**config.mk**
```make
export PLATFORM = sky130hd
export DESIGN_NAME = student_event_gen
export DESIGN_NICKNAME = d
export VERILOG_FILES = /design/src/rtl/student_event_gen.sv
export SDC_FILE = /design/constraint.sdc
export NUM_CORES = 1
export LEC_CHECK = 0
export ABC_CLOCK_PERIOD_IN_PS = 4150
export CAP_MARGIN = 40
export CORE_UTILIZATION = 53
export DETAILED_ROUTE_END_ITERATION = 12
export PLACE_DENSITY = 0.86
export SLEW_MARGIN = 20
export SYNTH_ARGS = -nofsm -noshare
export SYNTH_HDL_FRONTEND = slang
export SYNTH_SLANG_ARGS = --single-unit
```
**constraint.sdc**
```tcl
create_clock -name clk -period 4.15 [get_ports clk]
set_input_delay 0.83 -clock clk [delete_from_list [all_inputs] [get_ports clk]]
set_output_delay 0.83 -clock clk [all_outputs]
set_load 0.02 [all_outputs]
```
**src/rtl/student_event_gen.sv**
```systemverilog
// Time-of-day stimulus engine for the student schedule FSM: minute/day counters,
// hunger/fatigue accumulators and a snoozable wake-up alarm.
module student_event_gen #(
    parameter int TICKS_PER_MIN = 1,
    parameter int WAKE_MIN      = 450,
    parameter int SNOOZE_MINS   = 9,
    parameter int MAX_SNOOZE    = 3,
    parameter int BUS_MIN       = 480,
    parameter int BUS_WIN       = 10,
    parameter int CLASS_START   = 540,
    parameter int CLASS_END     = 1020,
    parameter int HUNGRY_TH     = 200,
    parameter int TIRED_TH      = 220,
    parameter int ENERGY_TH     = 64
) (
    input  logic        clk,
    input  logic        rst,
    input  logic        en,
    input  logic        snooze,
    input  logic [4:0]  state_in,
    output logic        alarm,
    output logic        bus,
    output logic        class_on,
    output logic        hungry,
    output logic        tired,
    output logic        energy,
    output logic [10:0] minute_of_day,
    output logic [7:0]  day_count
);

    localparam int              PW       = (TICKS_PER_MIN > 1) ? $clog2(TICKS_PER_MIN) : 1;
    localparam logic [PW-1:0]   PRE_LAST = PW'(TICKS_PER_MIN - 1);
    localparam logic [4:0]      ST_SLEEP = 5'd0;
    localparam logic [4:0]      ST_EAT   = 5'd1;
    localparam logic [4:0]      ST_GYM   = 5'd8;
    localparam int              BUS_END  = BUS_MIN + BUS_WIN;

    typedef enum logic [1:0] {
        A_IDLE,
        A_RING,
        A_SNOOZED
    } alarm_state_t;

    logic [PW-1:0]  pre_q, pre_d;
    logic [10:0]    minute_q, minute_d;
    logic [7:0]     day_q, day_d;
    logic [7:0]     hunger_q, hunger_d;
    logic [7:0]     fatigue_q, fatigue_d;
    logic [7:0]     snooze_cnt_q, snooze_cnt_d;
    logic [10:0]    timer_q, timer_d;
    alarm_state_t   state_q, state_d;

    logic tick;
    logic wrap;

    assign tick = en && (pre_q == PRE_LAST);
    assign wrap = (minute_q == 11'd1439);

    // NOTE: every always_comb output gets a default first, so no path can leave it unassigned and infer a latch.
    always_comb begin
        pre_d        = pre_q;
        minute_d     = minute_q;
        day_d        = day_q;
        hunger_d     = hunger_q;
        fatigue_d    = fatigue_q;
        snooze_cnt_d = snooze_cnt_q;
        timer_d      = timer_q;
        state_d      = state_q;

        if (en)
            pre_d = (pre_q == PRE_LAST) ? '0 : pre_q + PW'(1);

        if (tick) begin
            minute_d = wrap ? 11'd0 : minute_q + 11'd1;
            if (wrap)
                day_d = day_q + 8'd1;

            if (state_in == ST_EAT)
                hunger_d = (hunger_q < 8'd8) ? 8'd0 : hunger_q - 8'd8;
            else if (hunger_q != 8'd255)
                hunger_d = hunger_q + 8'd1;

            if (state_in == ST_SLEEP)
                fatigue_d = (fatigue_q < 8'd4) ? 8'd0 : fatigue_q - 8'd4;
            else if (state_in == ST_GYM)
                fatigue_d = (fatigue_q > 8'd253) ? 8'd255 : fatigue_q + 8'd2;
            else if (fatigue_q != 8'd255)
                fatigue_d = fatigue_q + 8'd1;
        end

        case (state_q)
            A_IDLE: begin
                if (tick && int'(minute_d) == WAKE_MIN)
                    state_d = A_RING;
            end
            A_RING: begin
                if (en) begin
                    if (snooze && int'(snooze_cnt_q) < MAX_SNOOZE) begin
                        snooze_cnt_d = snooze_cnt_q + 8'd1;
                        // The ring cycle itself ends a minute when it coincides with a tick.
                        timer_d      = tick ? 11'(SNOOZE_MINS - 1) : 11'(SNOOZE_MINS);
                        state_d      = A_SNOOZED;
                    end else begin
                        state_d = A_IDLE;
                    end
                end
            end
            A_SNOOZED: begin
                if (tick) begin
                    if (timer_q <= 11'd1) begin
                        timer_d = 11'd0;
                        state_d = A_RING;
                    end else begin
                        timer_d = timer_q - 11'd1;
                    end
                end
            end
            default: state_d = A_IDLE;
        endcase

        // Midnight starts a fresh day and overrides any pending re-ring.
        if (tick && wrap) begin
            state_d      = A_IDLE;
            snooze_cnt_d = 8'd0;
        end
    end

    // NOTE: sequential state uses non-blocking assignments so all registers update together at the edge.
    always_ff @(posedge clk or negedge rst) begin
        if (!rst) begin
            pre_q        <= '0;
            minute_q     <= 11'd0;
            day_q        <= 8'd0;
            hunger_q     <= 8'd0;
            fatigue_q    <= 8'd0;
            snooze_cnt_q <= 8'd0;
            timer_q      <= 11'd0;
            state_q      <= A_IDLE;
        end else begin
            pre_q        <= pre_d;
            minute_q     <= minute_d;
            day_q        <= day_d;
            hunger_q     <= hunger_d;
            fatigue_q    <= fatigue_d;
            snooze_cnt_q <= snooze_cnt_d;
            timer_q      <= timer_d;
            state_q      <= state_d;
        end
    end

    assign alarm         = (state_q == A_RING) && en;
    assign bus           = (int'(minute_q) >= BUS_MIN) && (int'(minute_q) < BUS_END);
    assign class_on      = (int'(minute_q) >= CLASS_START) && (int'(minute_q) < CLASS_END)
                           && ((day_q % 8'd7) < 8'd5);
    assign hungry        = int'(hunger_q) >= HUNGRY_TH;
    assign tired         = int'(fatigue_q) >= TIRED_TH;
    assign energy        = int'(fatigue_q) < ENERGY_TH;
    assign minute_of_day = minute_q;
    assign day_count     = day_q;

endmodule

```
Word-level counts from Yosys, hierarchy flattened
Cells that the tools add are included.
{"block": "classes", "n_eq_ne": 15, "n_reduce_logical": 22, "n_bitwise": 1, "n_mux": 28, "div_mod_pow": 1, "n_addsub": 10, "order_cmp": 13}
{"cell": "8-bit two-way mux", "n": 12}
{"cell": "11-bit two-way mux", "n": 6}
{"cell": "8-bit by 1-bit adder with 8-bit output (second input constant)", "n": 4}
{"cell": "11-bit case mux with 2 select lines", "n": 1}
{"cell": "8-bit greater-or-equal comparator (second input constant)", "n": 2}
{"cell": "8-bit by 3-bit less-than comparator with 1-bit output (second input constant)", "n": 2}
{"cell": "8-bit != test (second input constant)", "n": 2}
{"cell": "2-bit two-way mux", "n": 6}
{"cell": "3-bit != test (second input constant)", "n": 4}
{"cell": "11-bit by 1-bit adder with 11-bit output (second input constant)", "n": 1}
{"cell": "11-bit by 10-bit equality test with 1-bit output (second input constant)", "n": 1}
{"cell": "11-bit equality test (second input constant)", "n": 1}
{"cell": "11-bit by 10-bit greater-or-equal comparator with 1-bit output (second input constant)", "n": 1}
{"cell": "11-bit by 9-bit greater-or-equal comparator with 1-bit output (second input constant)", "n": 1}
{"cell": "11-bit by 1-bit less-or-equal comparator with 1-bit output (second input constant)", "n": 1}
{"cell": "11-bit by 10-bit less-than comparator with 1-bit output (second input constant)", "n": 1}
{"cell": "11-bit by 9-bit less-than comparator with 1-bit output (second input constant)", "n": 1}
{"cell": "11-bit by 1-bit subtractor with 11-bit output (second input constant)", "n": 1}
{"cell": "2-bit nonzero test", "n": 5}
{"cell": "8-bit by 2-bit adder with 8-bit output (second input constant)", "n": 1}
{"cell": "8-bit greater-than comparator (second input constant)", "n": 1}
{"cell": "1-bit logical AND", "n": 8}
{"cell": "8-bit by 2-bit less-than comparator with 1-bit output (second input constant)", "n": 1}
{"cell": "8-bit by 4-bit less-than comparator with 1-bit output (second input constant)", "n": 1}
{"cell": "other kinds (19)", "n": 25}
{"block": "word_totals", "inputBits": 9, "out_inout_bits": 25, "register_bits": 57}

Longest topological paths before layout
{"block": "logic_depth", "depth_word": 8, "mapped_depth": 16, "ltp_nobuf": 15}

Worst setup path after synthesis
No wires, ideal clock.
{"block": "synth_timing", "path_type": "reg-to-output", "from": "register day_q[2] (netlist: day_count[2])", "to": "output class_on", "t_arrival_ns": 3.745, "n_path_buf": 2, "setup_slack_ns": -0.425, "stages_incl_launch_ff": 17, "cell_sequence": "dfrtp_1 buf_2 buf_1 nand2_1 a211oi_1 a311oi_1 a31o_2 ha_1 o21ai_1 nand3_1 xnor2_1 ha_1 or3_1 and3_1 nand3_1 a32oi_1 a311oi_1"}
{"block": "synth_via", "elab_chain_cells": 3}
{"item": "from (decl)", "line_no": "46", "source": "logic [7:0] day_q, day_d;"}
{"item": "from (signal assigned)", "line_no": "142", "source": "day_q <= day_d;"}
{"item": "8-bit by 3-bit modulo with 8-bit output", "line_no": "154", "source": "&& ((day_q % 8'd7) < 8'd5);"}
{"item": "8-bit by 3-bit less-than comparator with 1-bit output", "line_no": "154"}
{"item": "1-bit logical AND", "line_no": "154"}
{"item": "to (decl)", "line_no": "23", "source": "output logic class_on,"}
No other way between the ends.

Worst setup path after layout
{"block": "layout_timing", "from": "register day_q[4] (netlist: day_count[4])", "to": "output class_on"}
The elaborated chain is that of the path after synthesis.

==> results.json <==
{
  "post-route-util_pct": 68.4,
  "drv_slew": 0,
  "nets": 586,
  "die-height_um": 89.1,
  "die_x_um": 89.1,
  "synth.top_cells.by_area": "dfrtp_1, ha_1, o21ai_0, nand2_1, a21oi_1",
  "dr.first_iter.drc_count": 245,
  "wire_per_inst_um": 15.2,
  "dpl.hpwl_mm": 7.24,
  "skew_ns": 0.0106,
  "cts_tree": "yes",
  "grt_pass1_wl_mm": 16.7,
  "rows": 31,
  "synth-edff-count": 0,
  "finalHoldViolCount": 0,
  "synth_area_um2": 4020,
  "io_buffers": 33,
  "tightest_slew_ns": 0.605,
  "timing.critical_path.from": "day_count[4]",
  "critPathRequiredTime_ns": 3.32,
  "dp_slack_ns": -0.368,
  "whs_ns": 0.407,
  "violations": "negative setup slack",
  "htreeDepth": 2,
  "drive_gt1_share_pct": 17.6,
  "wl_mm": 9.97,
  "grt_overflow": 0,
  "rsz0062_at_grt": "yes",
  "ys_ff_latch": 56,
  "synth_cell_types": 64,
  "peakVddDrop_mv": 0.301,
  "grt_pass1_vias": 3633,
  "yosysTopAreaCell": "dfrtp_1",
  "status": "finished, violations left",
  "yosysSeqAreaShare_pct": 34.8,
  "synth-async-reset-ratio_pct": 100,
  "setup_slack_ns": -0.0450,
  "crit_fanout": 6,
  "cts.sinks": 56,
  "worstHoldPathType": "primary input to asynchronous set/reset pin",
  "initial_core_util_pct": 55.2,
  "yosysTopAreaCellShare_pct": 34.8,
  "firstDrtPassIters": 5,
  "vias_per_cell": 6.03,
  "worst_setup_path_end_kind": "output port",
  "synth_common_cells": "dfrtp_1, nand2_1, o21ai_0, nor2_1, a21oi_1",
  "slew_headroom_pct": 59.3,
  "fin_setup_tns_ns": -0.0450,
  "final_area_um2": 4990,
  "postPlaceCellArea_um2": 4640,
  "layout_min_cycle_time_ns": 4.20,
  "leakage_uw": 0.00212,
  "setup_viol": 1,
  "yosysMostFrequentCell": "dfrtp_1",
  "cap_violations": 0,
  "period_share_pct": 101,
  "ant_nets": 0,
  "critPathKind": "flop to output port",
  "syn_to_final_growth_pct": 24.0,
  "diodes": 0,
  "p_per_area_nw_per_um2": 399,
  "antenna_found_initial": 0,
  "ios": 34,
  "dieArea_um2": 7940,
  "grt_start_max_net_pins": 36,
  "fmax_mhz": 238,
  "root_buffer": "clkbuf_8",
  "vias": 3959,
  "worst_setup_path_start_kind": "flop",
  "syn_area_per_cell_um2": 8.18,
  "hold_buffers": 0,
  "cts_buffers": 5,
  "clock_path_buffers": 2,
  "grt.total_usage_pct": 26.8,
  "clk_latency_ns": 0.32,
  "nFillCells": 626,
  "core_area_um2": 7290,
  "syn-num-nets": 521,
  "clk_pin_slew_worst_paths_ns": 0.10,
  "r2r_start": "minute_of_day[1]",
  "gp_congestion": 0.937,
  "ys.flop_type": "dfrtp_1",
  "syn_inst": 492,
  "ys_warn_count": 0,
  "crit_arrival_ns": 3.37,
  "drc_errors": 0
}
==> what timing repair did <==
item,4_1_cts,5_1_grt
gates resized for setup,25,11
endpoints found under the setup margin,1,1
pin swaps,12,13
buffers inserted,6,5
==> flip-flops by register name, summed over array words and instances, names as in the netlist <==
name           count
state_q            2
hunger_q           8
minute_of_day     11
day_count          8
fatigue_q          8
snooze_cnt_q       8
timer_q           11
==> cell usage in the layout, fill, tap and decap left out, types with 6 or more instances in the layout <==
master / synthesis / routed
nor2b_1: 9 / 9
xor2_1: 8 / 8
a21oi_1: 33 / 31
ha_1: 20 / 18
or3_1: 9 / 6
nor2_1: 43 / 43
o21ai_0: 44 / 43
clkdlybuf4s50_1: 0 / 31
nand4_1: 11 / 11
nor3_1: 13 / 12
o31ai_1: 9 / 9
o22ai_1: 12 / 11
xnor2_1: 15 / 13
nand2b_1: 9 / 9
nand2_1: 52 / 52
dfrtp_1: 56 / 51
nand3_1: 12 / 10
inv_1: 22 / 22
buf_4: 3 / 45
a31oi_1: 8 / 8
and3_1: 8 / 7
==> per-layer routing <==
layer	wire, µm	vias to the layer above	part of all wire, %	track usage (%)
li1	-	1915	-	-
met1	4280	1888	43	34.1
met2	5010	130	50	45.8
met3	453	26	4.5	4.62
met4	236	0	2.4	9.81
met5	0	-	0	0
==> worst max-delay path, stage by stage, from the launching register on <==
cell       delay [ns]
dfrtp_2          0.43
buf_4            0.16
buf_4            0.13
or3_4            0.39
o2111ai_2        0.10
o22ai_2          0.14
o21ai_4          0.17
nand3_2          0.11
xnor2_2          0.15
ha_2             0.19
or3_4            0.33
and3_4           0.18
nand3_2          0.05
a32oi_1          0.10
a311oi_2         0.24
buf_4            0.18
==> where the power goes <==
group          switching [µW]  internal [µW]
Sequential                215            676
Clock                     187            121
Combinational             439            351
==> final timing paths <==
kind                                to  slack, ns  cells after the start
setup / recovery              class_on      -0.05                     15
max in group asynchronous  timer_q[10]       2.97                      3
hold reg to reg             timer_q[7]       0.49                      1
hold / removal             hunger_q[0]       0.41                      1
setup reg to reg            state_q[0]       1.34                      9
min in group clk            timer_q[7]       0.49                      1
==> per-stage QoR <==
step,total power (µW),std cells
after floorplan,1440,492
after global placement,1630,636
after detailed placement,1670,637
after CTS,1980,651
after global routing,2160,657
final,1990,657
==> kinds of logic after synthesis <==
family | after synthesis | synth area share (%)
xor+xnor | 23 | 5.01
fa+ha+maj | 20 | 6.22
flops | 56 | 34.8
buf+inv | 45 | 4.82
compound gates | 143 | 22.1
simple gates | 199 | 25.4
mux | 6 | 1.62
==> layout make-up <==
| class | count | area [µm²] | area share [%] |
|---|---|---|---|
| clock inverters | 3 | 22.5 | 0.452 |
| clock buffers | 5 | 68.8 | 1.38 |
| inverters | 22 | 82.6 | 1.66 |
| well taps | 99 | 124 | 2.48 |
| repair buffers | 81 | 708 | 14.2 |
| multi-input cells | 391 | 2570 | 51.6 |
| flip-flops and latches | 56 | 1410 | 28.2 |
Power figures use the tool's default switching activity.
